## src/rtl/ntt_bitrev_reorder.sv

```systemverilog
// ntt_bitrev_reorder: converts a bit-reversed NTT frame stream back to natural order
// using a ping-pong pair of N-word banks. One bank fills while the other drains.
// Optional build macro NTT_REORDER_ERR_EN enables the frame_err pulse on a
// mid-frame in_start; without it frame_err is tied low (abort behaviour is the same).
// rst_n is a synchronous, active-HIGH reset despite its name.
module ntt_bitrev_reorder #(
  parameter int DATA_WIDTH = 64,
  parameter int ADDR_WIDTH = 4
) (
  input  logic                  clk,
  input  logic                  rst_n,
  input  logic                  in_start,
  input  logic [DATA_WIDTH-1:0] in_data,
  output logic                  out_valid,
  output logic [DATA_WIDTH-1:0] out_data,
  output logic                  out_last,
  output logic                  busy,
  output logic                  frame_err
);

  localparam int N = 1 << ADDR_WIDTH;

  typedef enum logic { W_IDLE, W_FILL }   wstate_e;
  typedef enum logic { R_IDLE, R_ACTIVE } rstate_e;

  function automatic logic [ADDR_WIDTH-1:0] bitrev(input logic [ADDR_WIDTH-1:0] a);
    logic [ADDR_WIDTH-1:0] r;
    for (int i = 0; i < ADDR_WIDTH; i++) begin
      r[i] = a[ADDR_WIDTH-1-i];
    end
    return r;
  endfunction

  // Both banks in one array; the MSB of the address selects the bank.
  logic [DATA_WIDTH-1:0] mem [0:2*N-1];

  wstate_e               wstate_q, wstate_d;
  logic [ADDR_WIDTH-1:0] wcnt_q, wcnt_d;
  logic                  wbank_q, wbank_d;
  rstate_e               rstate_q, rstate_d;
  logic [ADDR_WIDTH-1:0] raddr_q, raddr_d;
  logic                  rbank_q, rbank_d;

  logic                  out_valid_q;
  logic                  out_last_q;
  logic [DATA_WIDTH-1:0] out_data_q;

  logic                  wr_en;
  logic [ADDR_WIDTH-1:0] wr_idx;
  logic                  frame_done;
  logic                  rd_en;

  // in_start always carries sample 0, so it restarts the index even mid-frame
  // (abort) and the write happens in the same cycle as the pulse.
  always_comb begin
    wr_idx     = in_start ? '0 : wcnt_q;
    wr_en      = in_start || (wstate_q == W_FILL);
    frame_done = wr_en && (&wr_idx);
    rd_en      = (rstate_q == R_ACTIVE);
  end

  // Write FSM next state: count samples, flip banks only on a completed frame.
  always_comb begin
    wstate_d = wstate_q;
    wcnt_d   = wcnt_q;
    wbank_d  = wbank_q;
    if (wr_en) begin
      if (frame_done) begin
        wstate_d = W_IDLE;
        wcnt_d   = '0;
        wbank_d  = ~wbank_q;
      end else begin
        wstate_d = W_FILL;
        wcnt_d   = wr_idx + 1'b1;
      end
    end
  end

  // Read FSM next state: a completed frame (re)starts the drain at address 0,
  // which also covers back-to-back frames landing on the final read address.
  always_comb begin
    rstate_d = rstate_q;
    raddr_d  = raddr_q;
    rbank_d  = rbank_q;
    if (frame_done) begin
      rstate_d = R_ACTIVE;
      raddr_d  = '0;
      rbank_d  = wbank_q;
    end else if (rstate_q == R_ACTIVE) begin
      if (&raddr_q) begin
        rstate_d = R_IDLE;
        raddr_d  = '0;
      end else begin
        raddr_d  = raddr_q + 1'b1;
      end
    end
  end

  // Control state registers.
  always_ff @(posedge clk) begin
    if (rst_n) begin
      wstate_q <= W_IDLE;
      wcnt_q   <= '0;
      wbank_q  <= 1'b0;
      rstate_q <= R_IDLE;
      raddr_q  <= '0;
      rbank_q  <= 1'b0;
    end else begin
      wstate_q <= wstate_d;
      wcnt_q   <= wcnt_d;
      wbank_q  <= wbank_d;
      rstate_q <= rstate_d;
      raddr_q  <= raddr_d;
      rbank_q  <= rbank_d;
    end
  end

  // Scatter write into the fill bank; contents are never cleared.
  always_ff @(posedge clk) begin
    if (wr_en && !rst_n) begin
      mem[{wbank_q, bitrev(wr_idx)}] <= in_data;
    end
  end

  // Registered synchronous read doubles as the output register; data holds when idle.
  always_ff @(posedge clk) begin
    if (rst_n) begin
      out_valid_q <= 1'b0;
      out_last_q  <= 1'b0;
      out_data_q  <= '0;
    end else if (rd_en) begin
      out_valid_q <= 1'b1;
      out_last_q  <= &raddr_q;
      out_data_q  <= mem[{rbank_q, raddr_q}];
    end else begin
      out_valid_q <= 1'b0;
      out_last_q  <= 1'b0;
    end
  end

  assign out_valid = out_valid_q;
  assign out_last  = out_last_q;
  assign out_data  = out_data_q;
  assign busy      = (wstate_q == W_FILL) || (rstate_q == R_ACTIVE) || out_valid_q;

`ifdef NTT_REORDER_ERR_EN
  assign frame_err = !rst_n && in_start && (wstate_q == W_FILL) && (wcnt_q != '0);
`else
  assign frame_err = 1'b0;
`endif

endmodule

```

## config.mk

```make
export PLATFORM = sky130hd
export DESIGN_NAME = ntt_bitrev_reorder
export DESIGN_NICKNAME = d
export VERILOG_FILES = /design/src/rtl/ntt_bitrev_reorder.sv
export SDC_FILE = /design/constraint.sdc
export NUM_CORES = 2
export LEC_CHECK = 0
export CAP_MARGIN = 20
export CELL_PAD_IN_SITES_DETAIL_PLACEMENT = 0
export CELL_PAD_IN_SITES_GLOBAL_PLACEMENT = 1
export CORE_ASPECT_RATIO = 2
export CORE_MARGIN = 5
export CORE_UTILIZATION = 50
export CTS_BUF_LIST = sky130_fd_sc_hd__clkbuf_8
export CTS_CLUSTER_DIAMETER = 60
export DETAILED_ROUTE_END_ITERATION = 7
export HOLD_SLACK_MARGIN = 0.06
export PLACE_DENSITY_LB_ADDON = 0.1
export RECOVER_POWER = 25
export SLEW_MARGIN = 5
export SYNTH_ARGS = -nofsm -noshare
export SYNTH_HDL_FRONTEND = slang
export SYNTH_SLANG_ARGS = --single-unit
export TNS_END_PERCENT = 30
```

## constraint.sdc

```tcl
create_clock -name clk -period 7.7 [get_ports clk]
set_clock_uncertainty 0.15 [all_clocks]
set_input_delay 1.925 -clock clk [delete_from_list [all_inputs] [get_ports clk]]
set_output_delay 1.925 -clock clk [all_outputs]
set_load 0.1 [all_outputs]
```

* Word-level counts from Yosys, hierarchy flattened
Memory sizes are Yosys's and may differ from the RTL's. A register that Yosys moved wholly into a read port is not among the register bits. Index checks and enable logic that the tools add are counted.
Word-level totals: register bits 14, bits in writable memories 2048, memories 1
Memory list:
- mem | depth 32, bits a word 64, read ports 1, clocked after memory_dff 1, wr ports 1, RTL line 35 | logic [DATA_WIDTH-1:0] mem [0:2*N-1];
Operators by class: add/sub/neg operators 2, muxes and demuxes 10, bitwise operators 2, reductions and logical operators 11
Operator list (count):
- 4-bit 2-to-1 mux | 3
- 4-bit by 1-bit adder with 4-bit output (second input constant) | 2
- 4-bit AND reduction | 2
- 1-bit 2-to-1 mux | 7
- 2-bit OR reduction | 2
- 1-bit logical OR | 3
- 1-bit logical AND | 2
- 1-bit NOT | 2
- 2-bit AND reduction | 1
- 1-bit logical NOT | 1

* Logic depth before layout (Yosys ltp)
depth after elaboration 4, depth in mapped cells 9, gate-level depth less buffers 5

* Worst setup path after synthesis
OpenSTA, ideal clock, no wires.
path kind input-to-reg, start point input port rst_n, end point memory mem[29][0] (enable), library setup time 487 ps, data arrival time 5434 ps, data required time 7063 ps, setup slack 1630 ps, stages 4, path through clkbuf_1 or4_1 clkbuf_1 nor2_1
On the way: word-level cells in the longest chain between the ends 4
RTL lines:
- start: declaration | RTL line 11 | input logic rst_n,
- 1-bit logical NOT | RTL line 120 | if (wr_en && !rst_n) begin
- 1-bit logical AND | RTL line 120
- 1-bit 2-to-1 mux | RTL line 120
- 1-bit 2-to-1 mux (implied by the code) | RTL line 121 | mem[{wbank_q, bitrev(wr_idx)}] <= in_data;
- end: declaration | RTL line 35
Every way passes these cells.

* Final worst setup path
start point register rstate_q (netlist: rd_en), end point output port busy
On the way: word-level cells in the longest chain between the ends 2
RTL lines:
- start: declaration | RTL line 40 | rstate_e rstate_q, rstate_d;
- start signal: assignment | RTL line 112 | rstate_q <= rstate_d;
- 1-bit logical OR (2 in series) | RTL line 144 | assign busy = (wstate_q == W_FILL) || (rstate_q == R_ACTIVE) || out_valid_q;
- end: declaration | RTL line 17 | output logic busy,
Every way passes these cells.

==> reports/metrics.yaml <==
run_status: "finished with violations"
violations: "max-capacitance violations, max-slew violations"
drt_drc_violations_left: 0
grt_pass1_wl_um: 303000
p_sw_mw: 4.42
sequentialPowerShare_pct: 59.6
worstPathMaxFanout: 33
worst_slew_pin_slew_ns: 2.20
pwr-share-comb_pct: 1.8
cts_resized: 0
worst_min_path_start: "out_data[58]"
tritoncts_clock_tree: "done"
min-delay-path-class: "flop to flop"
final_antenna_net_count: 0
worst_path_max_delay_cell: "clkdlybuf4s50_1"
synthesis.area_um2: 81400
final_net_count: 4373
synth_flop_cell: "edfxtp_1"
period_minus_slack_ns: 5.09
netlist-cell-type-count: 49
dp_slack_ns: 1.89
syn_to_final_growth_pct: 11.9
postCtsSetupRepairBufs: 0
avgViaCountPerCell: 6.00
fmax_mhz: 197
setup-tns-final_ns: 0
die_width_um: 295
synth_seq_cells: 2126
total_power_density_per_cell_area_nw_per_um2: 234
synthArstFlopShare_pct: 0
hold_buffers: 0
reg2reg_setup_slack_ns: 3.74
nFillCells: 12519
routed_wirelength_um: 214000
crit_type: "flop to output port"
power.internal_mw: 16.9
rsz0062_at_grt: "no"
synth.yosys.seq_area_share_pct: 77.5
max_cap_viol_count: 33
rows: 209
synth.net_count: 4032
buffer_ports.inserted: 133
timing.final.ws_setup_ns: 2.61
p_leak_nw: 27.2
tritoncts.num_buffers: 295
clock_power_share_pct: 38.6
fp.dieArea_um2: 171000
grt_start_max_net_pins: 110
startpoint: "rd_en"
ff2ff_path_depth: 6
die_height_um: 581
finalHoldViolations: 0
number_of_max_slew_violations_in_the_final_report: 1055
crit_path_start_kind: "flop"
vias: 39840
cts.root.buffer_cell: "clkbuf_8"
pin_count: 135
coreArea_um2: 162000
antenna_found_initial: 10
synth.avg_cell_area_um2: 20.5
timing.critical_path.slowest_cell_delay_ns: 1.14
source_of_the_worst_register_to_register_timing_path: "raddr_q[1]"
vias_in_the_first_global_route: 41757
reg_clk_slew_reported_paths_ns: 0.07
cp_data_required_time_ns: 5.62
mostFrequentLayoutCell: "edfxtp_1"
drt_iter0_drc: 2905
dp_hpwl_um: 125000
ys_warn_count: 0
routed_wire_length_per_instance_um: 32.2
firstDrtPassIters: 5
initial_core_util_pct: 50.2
worstPathCellList: "or3_1, clkdlybuf4s50_1"
postSynthCellCount: 3964
period_share_pct: 66.1
fraction_of_layout_cells_with_a_size_suffix_above_1_pct: 19.7
cp_arrival_ns: 3.01
ir_worst_vdd_mv: 0.184
layout_common_cells: "edfxtp_1 (2,048), mux2i_1 (589), clkbuf_8 (323), mux4_2 (261), o22ai_1 (131)"
clk-insertion-delay-late_ns: 0.92
synth_edf_count: 2048
end_kind: "output port"
htree_num_levels: 5
crit-reg2reg-capture: "out_data[12]"
sw_frac_of_total_pct: 20.7
place_congestion: 0.777
clk_path_buf_depth: 4
grt_overflow: 0
critPathCapture: "busy"
setup_viol_count_final: 0
globalRouteTotalUtil_pct: 24.7
worst_slew_margin_rel_pct: -46.4
clock_tree_sinks: 2126
==> sequential cells by signal, summed over array words and instances, names as in the netlist <==
name / cells
raddr_q: 4
out_last: 1
wstate_q: 1
mem: 2048
out_data: 64
out_valid: 1
wcnt_q: 4
rd_en: 1
wbank_q: 1
rbank_q: 1
==> worst min path at each step <==
stage	cells past startpoint	slack, ns	to
2_1_floorplan	2	0.41	wcnt_q[3]
3_3_place_gp	1	0.32	out_data[3]
3_5_place_dp	1	0.32	out_data[58]
4_1_cts	1	0.33	out_data[58]
5_1_grt	1	0.34	out_data[58]
6_report	1	0.33	out_data[58]
==> cells by family after synthesis <==
| kind of cell | after synthesis | synth area share, % |
|---|---|---|
| buf+inv | 244 | 1.75 |
| other cells | 1 | 0.00461 |
| compound gates | 427 | 4.16 |
| flops | 2126 | 77.5 |
| simple gates | 266 | 1.48 |
| xor+xnor | 5 | 0.0538 |
| fa+ha+maj | 1 | 0.0154 |
| mux | 894 | 15.1 |
==> through the flow <==
step | hold WS (ns) | power [mW] | cell area [um2] | instances | utilization (%)
after floorplan | 0.412 | 13.0 | 81400 | 3964 | -
after global placement | 0.324 | 13.3 | 85400 | 6098 | 52.7
after detailed placement | 0.316 | 13.3 | 85600 | 6109 | 52.8
after CTS | 0.332 | 21.5 | 91100 | 6624 | 56.2
after global routing | 0.338 | 22.1 | 91100 | 6637 | 56.2
final | 0.332 | 21.3 | 91100 | 6638 | 56.2
==> critical path: cells and delay by family, from the launching register on <==
kind	cells	cell delay [ns]
buffers and inverters	1	1.14
DFF	1	0.71
and+or+nand+nor	1	0.24
==> Yosys cell counts, types with 11 or more instances <==
cell       instances  share of area (%)
a211oi_1          20               0.18
a22oi_1           60               0.55
edfxtp_1        2048                 76
a22o_1            62               0.67
buf_2             82               0.50
a41oi_1           20               0.22
a21oi_1           25               0.15
mux4_2           261                7.2
a2111oi_2         39               0.72
nand2_1           52               0.24
buf_6             31               0.43
o22ai_1          131                1.0
o21ai_0           19               0.12
buf_1             11              0.051
clkbuf_1          78               0.36
a221oi_1          41               0.44
nor4_1            45               0.35
nor2_1           136               0.63
mux2_2            44               0.61
dfxtp_1           78                1.9
buf_4             36               0.33
mux2i_1          589                7.2
==> power by group through the flow <==
stage / combinational (mW) / clock (mW) / sequential (mW)
floorplan: 0.0856 / 0 / 13.0
CTS: 0.390 / 8.45 / 12.7
finish: 0.377 / 8.24 / 12.7
global route: 0.399 / 8.97 / 12.7
global placement: 0.372 / 0 / 13.0
detailed placement: 0.390 / 0 / 13.0
==> area by class of cell <==
type	count	area, um2	share of cell area (%)
sequential	2126	63100	69.2
multi-input combinational	1594	17200	18.9
clock buffer	323	4450	4.88
timing repair buffer	286	2690	2.96
tap	2110	2640	2.90
clock inverter	192	997	1.09
antenna	5	12.5	0.0137
inverter	2	7.51	0.00824
==> layer usage <==
layer,share of wire [%],global-route usage [%],vias up
met3,4.5,3.17,339
met2,55,45.9,1169
li1,-,-,17140
met4,3.2,7.36,0
met1,37,30.1,21192
met5,0,0,-
Note: power is estimated with default switching activity, not from simulation.
